## src/rtl/kes_mc_cpu.sv

```systemverilog
// kes_mc_cpu: multicycle fetch/decode/execute core with separate instruction and
// data SRAM ports, both using a start/done handshake.
module kes_mc_cpu #(
  parameter  int DW = 8,
  parameter  int AW = 5,
  localparam int IW = AW + 3
) (
  input  logic          clock,
  input  logic          reset,
  output logic [AW-1:0] i_addr,
  output logic          i_start,
  input  logic [IW-1:0] i_rdata,
  input  logic          i_done,
  output logic [AW-1:0] d_addr,
  output logic          d_start,
  output logic          d_write,
  output logic [DW-1:0] d_wdata,
  input  logic [DW-1:0] d_rdata,
  input  logic          d_done,
  output logic [AW-1:0] pc,
  output logic [IW-1:0] ir,
  output logic [DW-1:0] d_reg,
  output logic          flag_z,
  output logic          flag_c,
  output logic          halted
);

  typedef enum logic [2:0] {FETCH, DECODE, MEM, EXEC, HALT} state_t;
  typedef enum logic [2:0] {
    OP_LD1, OP_LD2, OP_SUB, OP_ADD, OP_ST, OP_JMP, OP_JZ, OP_HALT
  } op_t;

  state_t        state;
  op_t           op;
  logic [AW-1:0] arg;
  logic [DW-1:0] s1, s2;
  logic [DW:0]   alu_res;
  logic          i_req;

  assign op      = op_t'(ir[IW-1:IW-3]);
  assign arg     = ir[AW-1:0];
  assign i_addr  = pc;
  assign d_addr  = arg;
  assign d_wdata = d_reg;

  // i_req is high for the whole FETCH state; masking it with reset keeps the
  // port quiet while reset is held and lets the first fetch go out as soon as
  // reset drops.
  assign i_start = i_req & ~reset;

  // One extra bit holds carry-out for ADD and borrow for SUB.
  assign alu_res = (op == OP_SUB) ? ({1'b0, s1} - {1'b0, s2})
                                  : ({1'b0, s1} + {1'b0, s2});

  always_ff @(posedge clock) begin
    if (reset) begin
      state   <= FETCH;
      pc      <= '0;
      ir      <= '0;
      s1      <= '0;
      s2      <= '0;
      d_reg   <= '0;
      flag_z  <= 1'b0;
      flag_c  <= 1'b0;
      i_req   <= 1'b1;
      d_start <= 1'b0;
      d_write <= 1'b0;
      halted  <= 1'b0;
    end else begin
      case (state)
        FETCH: begin
          if (i_req && i_done) begin
            ir    <= i_rdata;
            pc    <= pc + 1'b1;
            i_req <= 1'b0;
            state <= DECODE;
          end
        end
        DECODE: begin
          case (op)
            OP_LD1, OP_LD2, OP_ST: begin
              d_start <= 1'b1;
              d_write <= (op == OP_ST);
              state   <= MEM;
            end
            OP_SUB, OP_ADD: state <= EXEC;
            OP_JMP: begin
              pc    <= arg;
              i_req <= 1'b1;
              state <= FETCH;
            end
            OP_JZ: begin
              if (flag_z) pc <= arg;
              i_req <= 1'b1;
              state <= FETCH;
            end
            OP_HALT: begin
              halted <= 1'b1;
              state  <= HALT;
            end
          endcase
        end
        MEM: begin
          if (d_start && d_done) begin
            if (op == OP_LD1) s1 <= d_rdata;
            if (op == OP_LD2) s2 <= d_rdata;
            d_start <= 1'b0;
            d_write <= 1'b0;
            i_req   <= 1'b1;
            state   <= FETCH;
          end
        end
        EXEC: begin
          d_reg  <= alu_res[DW-1:0];
          flag_z <= (alu_res[DW-1:0] == '0);
          flag_c <= alu_res[DW];
          i_req  <= 1'b1;
          state  <= FETCH;
        end
        HALT: halted <= 1'b1;
        default: state <= FETCH;
      endcase
    end
  end

endmodule

```

## config.mk

```make
export PLATFORM = sky130hd
export DESIGN_NAME = kes_mc_cpu
export DESIGN_NICKNAME = d
export VERILOG_FILES = /design/src/rtl/kes_mc_cpu.sv
export SDC_FILE = /design/constraint.sdc
export NUM_CORES = 1
export LEC_CHECK = 0
export BUFFER_PORTS_ARGS = -buffer_cell sky130_fd_sc_hd__buf_2
export CAP_MARGIN = 20
export CORE_ASPECT_RATIO = 1.75
export CORE_MARGIN = 3
export CORE_UTILIZATION = 35
export DETAILED_ROUTE_END_ITERATION = 7
export HOLD_SLACK_MARGIN = 0.1
export PLACE_DENSITY = 0.56
export SLEW_MARGIN = 20
export SYNTH_ARGS = -nofsm -noshare
export SYNTH_HDL_FRONTEND = slang
export SYNTH_SLANG_ARGS = --single-unit
```

## constraint.sdc

```tcl
create_clock -name clock -period 3.5 [get_ports clock]
set_input_delay 0.175 -clock clock [delete_from_list [all_inputs] [get_ports clock]]
set_output_delay 0.175 -clock clock [all_outputs]
set_load 0.05 [all_outputs]
```

# == Word level (Yosys, flattened, before mapping) ==
# Index checks and enable logic that the tools add are counted.
# word_totals
regBits,46
elab_cells,76
in_bits,20
output_inout_bits,45
# op_classes
eq_ne,18
mux,20
reduce_logical,20
bitwise,3
addsub,3
# ops
cell,count
$pmux 3 s4,2
$pmux 5 s2,2
$eq 3x3->1 const B,5
$eq 3x2->1 const B,4
$reduce_and 3->1,4
$mux 5,2
$add 8x8->9,1
$mux 9,1
$sub 8x8->9,1
$logic_not 8->1,1
$reduce_and 4->1,2
$mux 1,7
$eq 3x1->1 const B,2
$logic_not 3->1,2
$mux 3,2
$ne 2x2->1 const B,3
$pmux 1 s2,3
$reduce_bool 2->1,3
$add 5x1->5 const B,1
$ne 2x1->1 const B,2
$pmux 1 s4,1
$reduce_and 2->1,2
$reduce_bool 4->1,1
$reduce_or 2->1,2
6 further kinds,8

# == Depth between registers and ports, before layout ==
# Gate-level depths: netlist of run 1.
# depth
ltp_word,4
depth_mapped,12
ltp_nobuf,12

# == Least setup slack after synthesis of run 1 ==
# Ideal clock, no wire load.
# synth_timing
kind,register to register
from,reg ir[6]
to,reg d_reg[5]
stages_incl_launch_ff,13
period_less_slack_ns,3.313
required_time_ns,3.429
setup_time_ns,0.071
path_slack_ns,0.187
t_arrival_ns,3.242
n_path_buf,1
cell_sequence,dfxtp_1 -> clkbuf_1 -> nand2b_1 -> nor2_1 -> mux2_2 -> inv_1 -> ha_1 -> nor2b_1 -> o31a_1 -> o21a_1 -> o21a_1 -> or3_1 -> a21oi_1
# synth_via
elab_chain_cells,2
# synth_lines
element,line_no,text
start: declaration,21,"output logic [IW-1:0] ir,"
start signal: assignment,73,ir <= i_rdata;
$eq 3x2->1,52,"assign alu_res = (op == OP_SUB) ? ({1'b0, s1} - {1'b0, s2})"
$mux 9,52,
end signal: assignment,114,d_reg <= alu_res[DW-1:0];
end: declaration,22,"output logic [DW-1:0] d_reg,"
# Every way passes these cells.
# A chain may end at the register's enable or synchronous reset.

# == Worst setup path in the final report of run 1 ==
# layout_timing
from,reg ir[6]
to,reg d_reg[7]
# The elaborated chain is that of the path after synthesis.

==> results.md, run 1 <==
* Global-route wire length before repair at 9.63 mm
* Via count at 2108
* Worst rel slew slack at 43.0%
* Die width at 70.3 um
* Min-Delay Path Depth at 3
* Crit Path Max Fanout at 13
* Setup TNS at 0 ns
* Period utilization at 86.3%
* Tmin final at 3.02 ns
* Worst-Margin Slew at 0.856 ns
* Crit path DAT at 3.16 ns
* Max Fclk at 0.331 GHz
* CTS tree: done
* Post-CTS setup buffer count at 0
* Clock sink count at 46
* Post-Syn Area at 0.00253 mm2
* Synth Net Count at 325
* Initial DRC count at 92
* Status: completed
* Synth top cells by count: nor2_1, dfxtp_1, mux2i_1, nand2_1, buf_4
* Post_cts resized at 0
* Area contributors post-synth: dfxtp_1, mux2i_1, nor2_1, buf_4, ha_1
* Cts hold-fix bufs at 0
* HPWL Detailed at 4.40 mm
* Die Ht at 118 um
* Crit path required time at 3.63 ns
* Initial antenna violation count at 0
* Max clock buf depth at 2
* Yosys top cell by area: dfxtp_1
* Total of max-cap violations at 0
* Post-synth EDFFs at 0
* Std cell rows at 40
* Skew-Pair Late Insertion Delay at 0.28 ns
* WL per Instance at 13.6 um
* Synth unique cells at 47
* Pin count of the biggest net entering global routing at 48
* Final Hold Fails at 0
* Worst reg2reg setup slack at 0.48 ns
* Final Max Slew Viols at 0
* CTS clk-pin slew, worst paths at 0.07 ns
* DR DRC count at 0
* FF-to-FF End: d_reg[7]$_SDFFE_PP0P_
* Synth top area share at 36.4%
* Initial core utilization at 36.4%
* Layout cell share with drive strength beyond 1 at 24.6%
* Root Buffer: clkbuf_16
* WHS Endpoint: ir[3]$_SDFFE_PP0P_
* Buffers on Ports at 64
* Critical Path End Type: register
* DRT Pass-1 Iters at 4
* Worst hold path class: in -> reg
* Seq cells post-synth at 46
* Main synth FF type: dfxtp_1
* Worst hold start: i_rdata[3]
* GP Congestion at 0.829
* Syn Inst Count at 294
* Die ar. at 0.00833 mm2
* Reg2Reg Depth at 12
* Peak supply drop at 0.254 mV
* Synthesis Warnings at 0
* Vias in the first global route at 2039
* Via/cell ratio at 5.01
* GR Util All Layers at 14.1%
* Num ports at 65
* Syn Area/Cell at 8.61 um2
* Finished Layout Cells at 421
* Drt total wl at 5.73 mm
* Final Skew at 0.00636 ns
* Fillcell total at 699
* Area Overhead vs Synth at 16.3%
* Area of the multi-input gates at 0.00139 mm2
* Number of instances in the placed design at 413
* Most numerous cell in the Yosys netlist: nor2_1
* CP Class: reg -> reg
* Asr flop ratio synth at 0%
* Reg area at 921 um2
* FF-to-FF Start: ir[6]$_SDFFE_PP0P_
* Startpoint types: register
* Core Region at 0.00696 mm2
* Fin nets at 367
* Routed Antenna Nets at 0
* Antenna Diode Count at 0
* Total grt overflow at 0
* Pwr Total at 0.00154 W
* Leakage at 1.29 nW
* Pwr/cell area at 522 mW/mm2
* H-tree depth at 2
* Cts bufs inserted at 5
* Unrepaired setup endpoints after global routing: false
* Endpoints failing setup at 0
* Register area share after synthesis at 36.4%
per-stage QoR:
stage	hold WS, ns	worst slack, ns	utilization, %	cell area, um2
floorplan	0.319	0.187	-	2530
global placement	0.411	0.669	39.9	2770
detailed placement	0.422	0.592	39.9	2770
CTS	0.122	0.529	42.3	2940
global route	0.133	0.216	42.3	2940
finish	0.123	0.478	42.3	2940
cell type report:
cell class | count | area share [%]
Timing Repair Buffer | 66 | 11.4
Clock buffer | 5 | 4.25
Clock inverter | 3 | 1.53
Tap cell | 84 | 3.57
Sequential cell | 46 | 31.3
Inverter | 5 | 0.638
Multi-Input combinational cell | 212 | 47.3
power by group:
part	leakage [nW]	internal [W]	total, W	switching (W)
combinational	0.836	0.000117	0.000394	0.000277
sequential	0.373	0.000558	0.000608	0.0000492
clock	0.0760	0.000337	0.000536	0.000199
total	1.29	0.00101	0.00154	0.000525
worst max-delay path, stage by stage (launching register included):
cell and delay (ns):
dfxtp_1 0.59, nand2b_1 0.13, nor2_1 0.10, buf_4 0.16
mux2_2 0.37, inv_1 0.06, ha_1 0.21, nor2b_1 0.14
o31a_1 0.27, o41ai_1 0.37, xor2_1 0.24, o21ai_0 0.10
nor2b_1 0.13
how the worst max path moves through the flow:
stage / from / endpoint / slack [ns] / depth (start not counted)
floorplan: ir[6]$_SDFFE_PP0P_ / d_reg[5]$_SDFFE_PP0P_ / 0.19 / 12
global placement: ir[6]$_SDFFE_PP0P_ / d_reg[5]$_SDFFE_PP0P_ / 0.67 / 12
detailed placement: ir[6]$_SDFFE_PP0P_ / d_reg[5]$_SDFFE_PP0P_ / 0.59 / 12
CTS: ir[6]$_SDFFE_PP0P_ / d_reg[7]$_SDFFE_PP0P_ / 0.53 / 12
global route: ir[6]$_SDFFE_PP0P_ / d_reg[7]$_SDFFE_PP0P_ / 0.22 / 12
finish: ir[6]$_SDFFE_PP0P_ / d_reg[7]$_SDFFE_PP0P_ / 0.48 / 12
layer usage:
| layer | wire length, um | track usage [%] |
|---|---|---|
| met1 | 2220 | 14.9 |
| met2 | 3230 | 26.9 |
| met3 | 189 | 2.47 |
| met4 | 90 | 5.28 |
| met5 | 0 | 0 |
cell families after synthesis:
kind of cell / Yosys count / synth area share [%]
AOI/OAI and AO/OA: 52 / 13.6
DFF: 46 / 36.4
xor gates and xnor gates: 10 / 3.46
muxes: 26 / 10.3
adders and majority gates: 11 / 5.73
buffers and inverters: 36 / 8.60
and+or+nand+nor: 113 / 21.8
placed cells by master (no fill, tap or decap), types with 2 or more instances in the layout:
master | Yosys | final
o31a_1 | 2 | 2
ha_1 | 10 | 10
o211ai_1 | 3 | 3
dfxtp_1 | 46 | 46
nor2b_1 | 9 | 9
nand3_1 | 3 | 3
clkbuf_16 | 0 | 5
nand2_1 | 21 | 21
o31ai_1 | 2 | 2
xor2_1 | 2 | 2
inv_1 | 5 | 5
mux2i_1 | 25 | 25
xnor2_1 | 8 | 8
nor2_1 | 49 | 49
buf_2 | 3 | 64
o21ai_0 | 7 | 7
or3_1 | 3 | 3
clkinvlp_4 | 0 | 2
a211oi_1 | 5 | 5
o41ai_1 | 2 | 2
o21bai_1 | 2 | 2
o21a_1 | 5 | 5
a22oi_1 | 3 | 3
nor3_1 | 10 | 10
or2_2 | 2 | 2
nand2b_1 | 5 | 5
a21oi_1 | 15 | 15
buf_4 | 19 | 2
(Power assumes the default switching activity.)
==> run 2, diff against run 1 <==
--- a/config.mk
+++ b/config.mk
@@ -12,7 +12,7 @@
 export CORE_UTILIZATION = 35
 export DETAILED_ROUTE_END_ITERATION = 7
 export HOLD_SLACK_MARGIN = 0.1
-export PLACE_DENSITY = 0.56
+export PLACE_DENSITY = 0.68
 export SLEW_MARGIN = 20
 export SYNTH_ARGS = -nofsm -noshare
 export SYNTH_HDL_FRONTEND = slang
==> run 2 against run 1 <==
Net effect:
- clock skew down 0.0011 ns
- non-clock buffer count fell by 1
- critical path type unchanged
- combinational power about the same
- clock-buffer cell count grew 2
- sequential cell count unchanged
- register-to-register slack gained 0.04 ns
- die area unchanged
- global-route usage is 0.19 points higher
- worst setup slack better by 0.039 ns
==> results.md, run 2 (synthesized netlist as in run 1, its figures left out) <==
* Total of max-cap violations at 0 (unchanged)
* Total grt overflow at 0 (unchanged)
* Worst slack, placed at 0.531 ns (-0.0612 ns)
* Critical Path End Type: register
* Max clock buf depth at 2 (unchanged)
* Crit Path Max Fanout at 13 (unchanged)
* Layout cell share with drive strength beyond 1 at 24.1% (-0.52 points)
* Worst rel slew slack at 24.5% (-18 points)
* Fin nets at 366 (-0.27%)
* Critical-path cell with the highest stage delay: dfxtp_1
* WL per Instance at 13.6 um (about the same)
* Cts hold-fix bufs at 0 (unchanged)
* Most frequent CP cell: nor2b_1
* Worst-Margin Slew at 1.13 ns (+0.275 ns)
* Drt total wl at 5.71 mm (-0.30%)
* Final Hold Fails at 0 (unchanged)
* DRT Pass-1 Iters at 4 (unchanged)
* Final Skew at 0.00522 ns (-0.00114 ns)
* P_int at 0.000957 W (-5.5%)
* CP top delay family: compound AO/OA/AOI/OAI gates
* Routed Antenna Nets at 0 (unchanged)
* Initial antenna violation count at 0 (unchanged)
* HPWL Detailed at 4.41 mm (+0.23%)
* Worst hold path class: in -> reg
* CTS tree: done
* Core Region at 0.00696 mm2 (unchanged)
* Crit path required time at 3.64 ns (about the same)
* Via count at 2096 (-0.57%)
* Pin count of the biggest net entering global routing at 48 (unchanged)
* Endpoints failing setup at 0 (unchanged)
* Post-CTS setup buffer count at 0 (unchanged)
* Std cell rows at 40 (unchanged)
* GR Util All Layers at 14.3% (+0.19 points)
* Clock share of power at 32.0% (-2.8 points)
* Commonest non-fill, non-tap cells in the layout: buf_2, nor2_1, dfxtp_1
* Period utilization at 85.2% (-1.1 points)
* Largest stage delay on the critical path at 0.58 ns (about the same)
* Die ar. at 0.00833 mm2 (unchanged)
* Die width at 70.3 um (unchanged)
* DR DRC count at 0 (unchanged)
* Met3 usage in global routing at 2.98% (+0.51 points)
* Initial core utilization at 36.4% (unchanged)
* Global-route wire length before repair at 9.73 mm (+1.0%)
* Buffers on Ports at 64 (unchanged)
* Clock sink count at 46 (unchanged)
* CTS clk-pin slew, worst paths at 0.06 ns (about the same)
* Leakage at 1.28 nW (-0.56%)
* Switching power total at 0.000515 W (-1.9%)
* Fin worst setup slack at 0.517 ns (+0.0391 ns)
* GP Congestion at 0.880 (+6.1%)
* Reg2Reg Depth at 12 (unchanged)
* Leading cell type in the layout, fill and taps excluded: buf_2
* Share of power burned in registers at 41.4% (+1.9 points)
* Crit path DAT at 3.12 ns (-0.04 ns)
* End point of the critical path: d_reg[7]$_SDFFE_PP0P_
* Startpoint types: register
* M2 GR Usage at 27.6% (+0.70 points)
* Crit path from: ir[6]$_SDFFE_PP0P_
* Max Fclk at 0.335 GHz (+1.3%)
* Skew-Pair Late Insertion Delay at 0.28 ns (about the same)
* Tmin final at 2.98 ns (-0.0391 ns)
* Num ports at 65 (unchanged)
* Pwr/cell area at 505 mW/mm2 (-3.3%)
* Area Overhead vs Synth at 15.1%
* Setup TNS at 0 ns (unchanged)
* M1 GR Usage at 13.9% (-0.95 points)
* Crit-path cells: nand2b_1 > nor2_1 > buf_4 > mux2_2 > inv_1 > ha_1 > nor2b_1 > o31a_1 > o41ai_1 > xor2_1 > o21ai_0 > nor2b_1
* Antenna Diode Count at 0 (unchanged)
* Buf+Inv Stages, Crit Path at 2 (unchanged)
* Sw frac at 35.0% (+0.85 points)
* Comb pwr share at 26.6% (+1.0 points)
* CP Depth at 12 (unchanged)
* H-tree depth at 2 (unchanged)
* Status: completed
* FF-to-FF Start: ir[6]$_SDFFE_PP0P_
* Cts bufs inserted at 5 (unchanged)
* CP Class: reg -> reg
* Die Ht at 118 um (unchanged)
* Root Buffer: clkbuf_16
* FF-to-FF End: d_reg[7]$_SDFFE_PP0P_
* GR peak layer: met2
* Unrepaired setup endpoints after global routing: false
* Worst reg2reg setup slack at 0.52 ns (+0.04 ns)
* Final Max Slew Viols at 0 (unchanged)
* Peak supply drop at 0.289 mV (+14%)
* Post_cts resized at 0 (unchanged)
* Vias in the first global route at 2109 (+3.4%)
* Initial DRC count at 142 (+54%)
* Via/cell ratio at 4.99 (-0.33%)
[run 2: changes by cell type in the layout (fill, tap and decap cells not counted), sizes merged]
cell | before | now
clkinvlp | 2 | 0
bufinv | 1 | 0
buf | 66 | 65
clkbuf | 5 | 7
clkinv | 0 | 1
[run 2: worst min-delay path: stages]
cell and delay, ns:
buf_2 0.07, mux2i_1 0.05, nor2_1 0.07
[run 2: worst min path at each step]
stage	start	end	slack (ns)	depth (start not counted)
6_report	i_rdata[7]	ir[7]$_SDFFE_PP0P_	0.13	3
5_1_grt	i_rdata[3]	ir[3]$_SDFFE_PP0P_	0.14	3
4_1_cts	i_rdata[7]	ir[7]$_SDFFE_PP0P_	0.13	3
3_5_place_dp	i_rdata[7]	ir[7]$_SDFFE_PP0P_	0.42	3
3_3_place_gp	i_rdata[2]	ir[2]$_SDFFE_PP0P_	0.41	3
2_1_floorplan	d_rdata[0]	s2[0]$_SDFFE_PP0P_	0.32	2
[run 2: cell type report]
cell class,instances,area (um2)
tap,84,105
clock inverter,1,5.00
inverter,5,18.8
multi-input combinational,212,1390
sequential,46,921
fill,710,4040
timing repair buffer,65,328
clock buffer,7,143
[run 2: power groups by stage]
stage          combinational (W)  sequential, W  clock (W)
2_1_floorplan           0.000262       0.000687          0
3_3_place_gp            0.000389       0.000620          0
3_5_place_dp            0.000392       0.000622          0
4_1_cts                 0.000392       0.000610   0.000487
5_1_grt                 0.000420       0.000618   0.000505
6_report                0.000391       0.000610   0.000471
[run 2: metrics by stage]
| stage | total power (W) | cells | area (um2) | hold slack (ns) | utilization, % |
|---|---|---|---|---|---|
| 2_1_floorplan | 0.000949 | 294 | 2530 | 0.319 | - |
| 5_1_grt | 0.00154 | 420 | 2910 | 0.139 | 41.9 |
| 6_report | 0.00147 | 420 | 2910 | 0.131 | 41.9 |
| 3_3_place_gp | 0.00101 | 412 | 2770 | 0.411 | 39.7 |
| 3_5_place_dp | 0.00101 | 412 | 2770 | 0.418 | 39.7 |
| 4_1_cts | 0.00149 | 420 | 2910 | 0.125 | 41.9 |
[run 2: metal layers]
| layer | share of wire, % | up-vias |
|---|---|---|
| li1 | - | 1081 |
| met1 | 38 | 968 |
| met2 | 57 | 39 |
| met3 | 3.5 | 8 |
| met4 | 2.1 | 0 |
| met5 | 0 | - |
==> run 3, diff against run 2 <==
--- a/config.mk
+++ b/config.mk
@@ -12,7 +12,8 @@
 export CORE_UTILIZATION = 35
 export DETAILED_ROUTE_END_ITERATION = 7
 export HOLD_SLACK_MARGIN = 0.1
-export PLACE_DENSITY = 0.68
+export PLACE_DENSITY = 0.7
+export RECOVER_POWER = 50
 export SLEW_MARGIN = 20
 export SYNTH_ARGS = -nofsm -noshare
 export SYNTH_HDL_FRONTEND = slang
==> constraint.sdc (replaced) <==
create_clock -name clock -period 2.5 [get_ports clock]
set_input_delay 0.125 -clock clock [delete_from_list [all_inputs] [get_ports clock]]
set_output_delay 0.125 -clock clock [all_outputs]
set_load 0.05 [all_outputs]
==> run 3 against run 2 <==
Net effect:
- the run now ends with setup timing left
- maximum frequency increased by 18%
- clock skew decreased by 0.0012 ns
- final cell count increased by 7.4%
- register-to-register slack got worse by 0.56 ns
==> results.md, run 3 (synthesized netlist as in run 1, its figures left out) <==
* FF-to-FF End: d_reg[5]$_SDFFE_PP0P_
* Largest stage delay on the critical path at 0.36 ns (-0.22 ns)
* Finished Layout Cells at 451 (+7.4%)
* Total of max-cap violations at 0 (unchanged)
* Final Hold Fails at 0 (unchanged)
* Drt total wl at 6.10 mm (+6.7%)
* Crit-path cells: nand2b_4 > nor2_4 > mux2_4 > inv_2 > ha_4 > nor2b_4 > o31a_1 > o21a_1 > o21a_1 > or3_1 > a21oi_2
* Reg2Reg Depth at 11 (-1)
* Tmin final at 2.54 ns (-0.445 ns)
* Met3 usage in global routing at 2.55% (-0.43 points)
* Startpoint types: register
* M1 GR Usage at 15.1% (+1.2 points)
* Worst-Margin Slew at 0.655 ns (-0.476 ns)
* GR Util All Layers at 14.4% (+0.035 points)
* CTS tree: done
* Number of instances in the placed design at 427 (+3.6%)
* Fin nets at 397 (+8.5%)
* Worst hold path class: in -> reg
* Final Skew at 0.00400 ns (-0.00122 ns)
* Period utilization at 102% (+16 points)
* Fillcell total at 684 (-3.7%)
* Setup TNS at -0.0549 ns (-0.0549 ns)
* Num ports at 65 (unchanged)
* M2 GR Usage at 26.2% (-1.5 points)
* CP Class: reg -> reg
* HPWL Detailed at 4.51 mm (+2.2%)
* P_int at 0.00143 W (+50%)
* GP Congestion at 0.835 (-5.1%)
* Most frequent CP cell: o21a_1
* Critical Path End Type: register
* Max clock buf depth at 2 (unchanged)
* WL per Instance at 13.5 um (-0.63%)
* WHS Endpoint: ir[5]$_SDFFE_PP0P_
* Worst reg2reg setup slack at -0.04 ns (-0.56 ns)
* Status: finished with violations
* Pin count of the biggest net entering global routing at 29 (-40%)
* Die Ht at 118 um (unchanged)
* Comb pwr share at 28.8% (+2.2 points)
* Layout cell share with drive strength beyond 1 at 22.6% (-1.5 points)
* Via/cell ratio at 5.03 (+0.81%)
* Root Buffer: clkbuf_16
* Crit Path Max Fanout at 3 (-10)
* Unrepaired setup endpoints after global routing: true
* Crit path DAT at 2.76 ns (-0.36 ns)
* Antenna Diode Count at 0 (unchanged)
* Die ar. at 0.00833 mm2 (unchanged)
* Core Region at 0.00696 mm2 (unchanged)
* DR DRC count at 0 (unchanged)
* Crit path required time at 2.73 ns (-0.91 ns)
* Initial DRC count at 87 (-39%)
* Switching power total at 0.000746 W (+45%)
* Clock sink count at 46 (unchanged)
* DRT Pass-1 Iters at 4 (unchanged)
* Fin worst setup slack at -0.0380 ns (-0.555 ns)
* Buffers on Ports at 64 (unchanged)
* Area Overhead vs Synth at 31.1%
* Leakage at 1.30 nW (+1.7%)
* Vias in the first global route at 2193 (+4.0%)
* Sw frac at 34.2% (-0.77 points)
* Skew-Pair Late Insertion Delay at 0.29 ns (about the same)
* Initial antenna violation count at 0 (unchanged)
* Global-route wire length before repair at 9.80 mm (+0.77%)
* Leading cell type in the layout, fill and taps excluded: nor2_1
* Die width at 70.3 um (unchanged)
* Clock share of power at 33.0% (+1.0 points)
* Commonest non-fill, non-tap cells in the layout: nor2_1, clkbuf_1, dfxtp_1
* Peak supply drop at 0.299 mV (+3.3%)
* Pwr Total at 0.00218 W (+48%)
* Final Max Slew Viols at 0 (unchanged)
* Endpoints failing setup at 2 (+2)
* Worst hold start: i_rdata[5]
* Failing checks: setup timing
* Total grt overflow at 0 (unchanged)
* Routed Antenna Nets at 0 (unchanged)
* Via count at 2269 (+8.3%)
* Worst rel slew slack at 56.5% (+32 points)
* FF-to-FF Start: ir[7]$_SDFFE_PP0P_
* Min-Delay Path Depth at 3 (unchanged)
* Critical-path cell with the highest stage delay: or3_1
* H-tree depth at 2 (unchanged)
* Pwr/cell area at 656 mW/mm2 (+30%)
* CTS clk-pin slew, worst paths at 0.06 ns (about the same)
* Cts bufs inserted at 5 (unchanged)
* Worst slack, placed at -0.0175 ns (-0.548 ns)
* Std cell rows at 40 (unchanged)
* Share of power burned in registers at 38.2% (-3.2 points)
* Max Fclk at 0.394 GHz (+18%)
* Initial core utilization at 36.4% (unchanged)
* GR peak layer: met2
[run 3: power by group through the flow]
| stage | clock (W) | combinational [W] | sequential, W |
|---|---|---|---|
| 6_report | 0.000719 | 0.000627 | 0.000832 |
| 5_1_grt | 0.000770 | 0.000672 | 0.000842 |
| 4_1_cts | 0.000739 | 0.000634 | 0.000831 |
| 3_5_place_dp | 0 | 0.000614 | 0.000848 |
| 3_3_place_gp | 0 | 0.000609 | 0.000845 |
| 2_1_floorplan | 0 | 0.000383 | 0.000964 |
[run 3: stage by stage]
step	cell area (um2)	utilization [%]	hold WS, ns
2_1_floorplan	2610	-	0.269
3_3_place_gp	2940	42.3	0.361
3_5_place_dp	2940	42.3	0.373
4_1_cts	3250	46.8	0.103
5_1_grt	3320	47.7	0.111
6_report	3320	47.7	0.103
[run 3: critical path: cells and delay by family, from the launching register on]
kind            cells  cell delay [ns]
mux                 1             0.34
buf+inv             1             0.07
fa+ha+maj           1             0.19
simple gates        4             0.76
compound gates      4             0.79
flops               1             0.34
[run 3: repair_timing]
action                                  4_1_cts  5_1_grt
endpoints found under the setup margin        4        5
buffers inserted                              1        2
gates resized for setup                       2       23
pin swaps                                     2       17
hold buffers                                 13        0
hold endpoints to repair                     18        0
[run 3: final cells by class]
cell class                 instances  area, um2  area share (%)
timing repair buffer              96        547            16.5
sequential                        46        933            28.1
multi-input combinational        212       1550            46.6
inverter                           5       18.8           0.566
tap                               84        105            3.17
clock buffer                       8        166            5.02
[run 3: how the worst max path moves through the flow]
stage | endpoint | startpoint | cells after the start
after global placement | d_reg[5]$_SDFFE_PP0P_ | ir[7]$_SDFFE_PP0P_ | 11
after detailed placement | d_reg[7]$_SDFFE_PP0P_ | ir[7]$_SDFFE_PP0P_ | 12
after global routing | d_reg[5]$_SDFFE_PP0P_ | ir[7]$_SDFFE_PP0P_ | 11
final | d_reg[5]$_SDFFE_PP0P_ | ir[7]$_SDFFE_PP0P_ | 11
after CTS | d_reg[5]$_SDFFE_PP0P_ | ir[7]$_SDFFE_PP0P_ | 12
after floorplan | d_reg[5]$_SDFFE_PP0P_ | ir[6]$_SDFFE_PP0P_ | 12
[run 3: routing by layer]
| metal | vias to the layer above | part of all wire, % |
|---|---|---|
| met1 | 1069 | 39 |
| li1 | 1143 | - |
| met2 | 45 | 55 |
| met4 | 0 | 2.9 |
| met5 | - | 0 |
| met3 | 12 | 3.6 |
